File: src/rtl/logic_unit_arbiter.sv
// Round-robin arbiter sharing one bitwise logic unit (OR/AND/XOR/NOT) between two requesters.
// Optional grant counters are enabled by defining LOGIC_ARB_STATS_EN.
module logic_unit_arbiter #(
  parameter int WIDTH = 4,
  parameter int CNT_W = 8
) (
  input  logic               clk,
  input  logic               rst_n,
  input  logic               r0_valid,
  output logic               r0_ready,
  input  logic [1:0]         r0_op,
  input  logic [WIDTH-1:0]   r0_x,
  input  logic [WIDTH-1:0]   r0_y,
  input  logic               r1_valid,
  output logic               r1_ready,
  input  logic [1:0]         r1_op,
  input  logic [WIDTH-1:0]   r1_x,
  input  logic [WIDTH-1:0]   r1_y,
  output logic               rsp_valid,
  input  logic               rsp_ready,
  output logic               rsp_id,
  output logic [2*WIDTH-1:0] rsp_data,
  output logic               busy
`ifdef LOGIC_ARB_STATS_EN
  ,
  output logic [CNT_W-1:0]   gnt0_cnt,
  output logic [CNT_W-1:0]   gnt1_cnt
`endif
);

  typedef enum logic [1:0] {
    IDLE = 2'd0,
    EXEC = 2'd1,
    RESP = 2'd2
  } state_t;

  state_t             state;
  logic               last_gnt;
  logic               gnt_sel;
  logic               idle;
  logic               acc0;
  logic               acc1;
  logic [1:0]         cap_op;
  logic [WIDTH-1:0]   cap_x;
  logic [WIDTH-1:0]   cap_y;
  logic               cap_id;
  logic [2*WIDTH-1:0] result;

  // Handshakes: a command transfers on a cycle where rN_valid and rN_ready are
  // both high; the response transfers on a cycle where rsp_valid and rsp_ready are
  // both high. rsp_id/rsp_data are stable while rsp_valid waits for rsp_ready.
  assign idle = (state == IDLE);
  assign busy = ~idle;

  always_comb begin
    gnt_sel = 1'b0;
    if (r0_valid && r1_valid) gnt_sel = ~last_gnt;
    else                      gnt_sel = r1_valid;
  end

  assign r0_ready = idle & r0_valid & ~gnt_sel;
  assign r1_ready = idle & r1_valid &  gnt_sel;
  assign acc0     = r0_valid & r0_ready;
  assign acc1     = r1_valid & r1_ready;

  // NOT inverts the full concatenated operand pair; the others zero-extend.
  always_comb begin
    result = '0;
    case (cap_op)
      2'b00:   result = {{WIDTH{1'b0}}, cap_x | cap_y};
      2'b01:   result = {{WIDTH{1'b0}}, cap_x & cap_y};
      2'b10:   result = {{WIDTH{1'b0}}, cap_x ^ cap_y};
      default: result = ~{cap_x, cap_y};
    endcase
  end

  always_ff @(posedge clk or negedge rst_n) begin
    if (!rst_n) begin
      state     <= IDLE;
      last_gnt  <= 1'b1;
      cap_op    <= '0;
      cap_x     <= '0;
      cap_y     <= '0;
      cap_id    <= 1'b0;
      rsp_valid <= 1'b0;
      rsp_id    <= 1'b0;
      rsp_data  <= '0;
    end else begin
      case (state)
        IDLE: begin
          if (acc0 || acc1) begin
            state    <= EXEC;
            cap_op   <= acc1 ? r1_op : r0_op;
            cap_x    <= acc1 ? r1_x  : r0_x;
            cap_y    <= acc1 ? r1_y  : r0_y;
            cap_id   <= acc1;
            last_gnt <= acc1;
          end
        end
        EXEC: begin
          rsp_data  <= result;
          rsp_id    <= cap_id;
          rsp_valid <= 1'b1;
          state     <= RESP;
        end
        RESP: begin
          if (rsp_ready) begin
            rsp_valid <= 1'b0;
            state     <= IDLE;
          end
        end
        default: state <= IDLE;
      endcase
    end
  end

`ifdef LOGIC_ARB_STATS_EN
  always_ff @(posedge clk or negedge rst_n) begin
    if (!rst_n) begin
      gnt0_cnt <= '0;
      gnt1_cnt <= '0;
    end else begin
      if (acc0 && (gnt0_cnt != {CNT_W{1'b1}})) gnt0_cnt <= gnt0_cnt + 1'b1;
      if (acc1 && (gnt1_cnt != {CNT_W{1'b1}})) gnt1_cnt <= gnt1_cnt + 1'b1;
    end
  end
`endif

endmodule
File: config.mk
export PLATFORM = sky130hd
export DESIGN_NAME = logic_unit_arbiter
export DESIGN_NICKNAME = d
export VERILOG_FILES = /design/src/rtl/logic_unit_arbiter.sv
export SDC_FILE = /design/constraint.sdc
export NUM_CORES = 1
export LEC_CHECK = 0
export CAP_MARGIN = 15
export CORE_MARGIN = 1.5
export CORE_UTILIZATION = 50
export DETAILED_ROUTE_END_ITERATION = 8
export PLACE_DENSITY = 0.83
export SLEW_MARGIN = 20
export SYNTH_ARGS = -nofsm -noshare
export SYNTH_HDL_FRONTEND = slang
export SYNTH_SLANG_ARGS = --single-unit
File: constraint.sdc
create_clock -name clk -period 4 [get_ports clk]
set_input_delay 0.8 -clock clk [delete_from_list [all_inputs] [get_ports clk]]
set_output_delay 0.8 -clock clk [all_outputs]
set_load 0.05 [all_outputs]
==> flow_summary_export.csv <==
group,metric,value,unit
timing,max_slew.worst_pin.slew,0.7593,ns
critical_path,start_kind,"primary input",
clocking,clock_latency,0.31,ns
die,fp.coreArea,2500,µm²
clocking,clk_pin_slew,0.12,ns
yosys,netlist_area,1336,µm²
timing,finalSetupViolCount,0,
placed_design,portBuffers,37,
global_routing,grt_pass1_vias,931,
clocking,cts.htree.levels,1,
yosys,synth.yosys.seq_area_share,0.4504,
yosys,ys_types,24,
yosys,synth_warnings,0,
timing,setup_ws,0.4134,ns
global_routing,antenna_found_initial,0,
detailed_routing,drt-wirelength-per-cell,13.78,µm
timing,drv_slew,0,
die,start_util,0.5345,
critical_path,endpoint_kind,"output port",
clocking,cts_root_buf,"clkbuf_4",
critical_path,timing.critical_path.slowest_stage_cell,"clkdlybuf4s50_1",
cells_and_area,fin_nets,192,
yosys,synth-main-ff-cell,"dfrtp_1",
clocking,post_cts_resized,0,
cells_and_area,fill_cells,202,
yosys,yosys-top-cells-area,"dfrtp_1 43%, ha_1 7.5%, mux2i_1 7.5%, o2bb2ai_1 6.6%, mux4_1 5.9%",
yosys,synth_largest_area_cell,"dfrtp_1",
placed_design,gp_congestion,0.7547,
placed_design,place_ws,0.4210,ns
clocking,cts_tree,"built",
pwr,powerDensity,784.6,nW/µm²
detailed_routing,drt_iter0_markers,12,
yosys,synth_edf_count,0,
yosys,ys_async_sr_fraction,1.000,
timing,grt_setup_unrepaired,"false",
timing,setup-tns-final,0,ns
detailed_routing,vias,1015,
detailed_routing,via_per_inst,5.399,
yosys,syn_inst,123,
detailed_routing,antenna_left,0,
timing,period_share,0.8967,
die,num_rows,18,
clocking,post_cts_buffers,0,
hold_path,hold_path_class,"in2async",
yosys,synth_common_cells,"23 x dfrtp_1, 19 x inv_1, 10 x and2_1, 10 x mux2i_1, 10 x o2bb2ai_1",
global_routing,grt_max_degree,25,
critical_path,critical-path-max-stage-delay,0.83,ns
run,drv_cap,0,
clocking,cts_sinks,24,
detailed_routing,drc,0,
critical_path,crit_chain,"clkdlybuf4s50_1 > a21bo_2 > nor2_1 > clkdlybuf4s50_1",
clocking,clk_path_buf_depth,2,
critical_path,cp_max_fo,14,
critical_path,worstPathArrival,2.79,ns
cells_and_area,num_antenna_cells,0,
cells_and_area,area_growth,30.06,%
die,dieHeight,54.70,µm
timing,skew,0.003448,ns
global_routing,grt_pass1_wl,4.160,mm
clocking,cts_made_buffers,3,
yosys,synth_fp_nets,156,
clocking,cts_hold_buf,0,
detailed_routing,first_pass_iters,4,
critical_path,worstSetupPathType,"in2out",
outcome,status,"complete, no violations",
timing,timing_hold_violations_final,0,
die,fp.dieW,54.70,µm
critical_path,crit_required,3.20,ns
critical_path,cpMostUsedCell,"clkdlybuf4s50_1",
timing,max-slew-margin-rel,0.4904,
pwr,ir_drop,0.4891,mV
global_routing,overflow,0,
die,dieArea,2992,µm²
cells_and_area,final_area,1738,µm²
yosys,yosysMostFrequentCell,"dfrtp_1",
pwr,finalPower,1.364,mW
cells_and_area,drive_gt1_frac,0.06329,
global_routing,grt_usage,0.2008,
detailed_routing,wirelength,2.591,mm
die,pin_count,38,
timing,fin_crit,3.587,ns
yosys,avgSynthCellArea,10.86,µm²
yosys,synth_seq_cells,24,
placed_design,post_dp_cell_area,1707,µm²
yosys,synth_top_area_frac,0.4307,
placed_design,dp_hpwl,2.056,mm
timing,fmaxAchievable,0.2788,GHz
pwr,leakagePower,0.8165,nW
==> critical path, delay by kind of cell <==
| kind | cells | cell delay (ns) |
|---|---|---|
| AOI/OAI and AO/OA | 1 | 0.39 |
| and+or+nand+nor | 1 | 0.18 |
| buffers and inverters | 2 | 1.41 |
==> registers in the layout (all words and copies together) (netlist names) <==
register	count
rsp_data	8
cap_x	4
cap_y	4
cap_op	2
state	2
cap_id	1
last_gnt	1
rsp_id	1
rsp_valid	1
==> where the power goes <==
group / internal [mW] / switching [mW]
clock: 0.0556 / 0.0697
sequential: 0.366 / 0.108
combinational: 0.317 / 0.447
total: 0.738 / 0.625
==> metrics by stage <==
step	hold WS [ns]	util	instances
after global routing	0.4618	0.6952	188
final	0.4367	0.6952	188
after global placement	0.4622	0.6827	184
after detailed placement	0.4698	0.6827	184
after CTS	0.4977	0.6972	188
after floorplan	0.4458	-	123
==> kinds of logic after synthesis <==
| logic type | share of synthesized area |
|---|---|
| compound gates | 0.1320 |
| flops | 0.4504 |
| fa+ha+maj | 0.07491 |
| simple gates | 0.09363 |
| buf+inv | 0.08146 |
| mux | 0.1676 |
==> placed cells by master (no fill, tap or decap), types with 2 or more instances in the layout <==
master / netlist / final
mux2_2: 2 / 2
nor2_1: 2 / 2
o21ai_0: 6 / 5
nand2b_1: 2 / 2
o21ai_1: 3 / 4
mux2i_1: 10 / 10
clkdlybuf4s50_1: 0 / 36
dfrtp_1: 23 / 23
ha_1: 8 / 8
o2bb2ai_1: 10 / 10
a21oi_1: 4 / 4
mux4_1: 3 / 3
nand2_1: 9 / 9
clkbuf_4: 0 / 3
inv_1: 19 / 19
and2_1: 10 / 10
==> worst paths after layout <==
kind,start,slack [ns],to,cells past startpoint
max in group asynchronous,rst_n,3.20,last_gnt$_DFFE_PN1P_,1
min,rst_n,0.44,rsp_data[3]$_DFFE_PN0P_,1
min reg2reg,rsp_data[5]$_DFFE_PN0P_,0.50,rsp_data[5]$_DFFE_PN0P_,2
min in group clk,rsp_data[5]$_DFFE_PN0P_,0.50,rsp_data[5]$_DFFE_PN0P_,2
max reg2reg,cap_x[2]$_DFFE_PN0P_,2.43,rsp_data[2]$_DFFE_PN0P_,4
max,r0_valid,0.41,r1_ready,4
==> layer usage <==
| metal | part of all wire | GRT usage |
|---|---|---|
| met1 | 0.43 | 0.2383 |
| met2 | 0.50 | 0.3472 |
| met3 | 0.048 | 0.02732 |
| met4 | 0.025 | 0.1083 |
| met5 | 0 | 0 |
==> area by class of cell <==
type | count | area, µm² | share of cell area
clock buffer | 4 | 36.28 | 0.02088
inverter | 19 | 71.32 | 0.04104
multi-input combinational | 74 | 625.6 | 0.3600
sequential | 24 | 601.8 | 0.3463
tap | 30 | 37.54 | 0.02160
timing repair buffer | 37 | 365.4 | 0.2102
(Power assumes the default switching activity.)
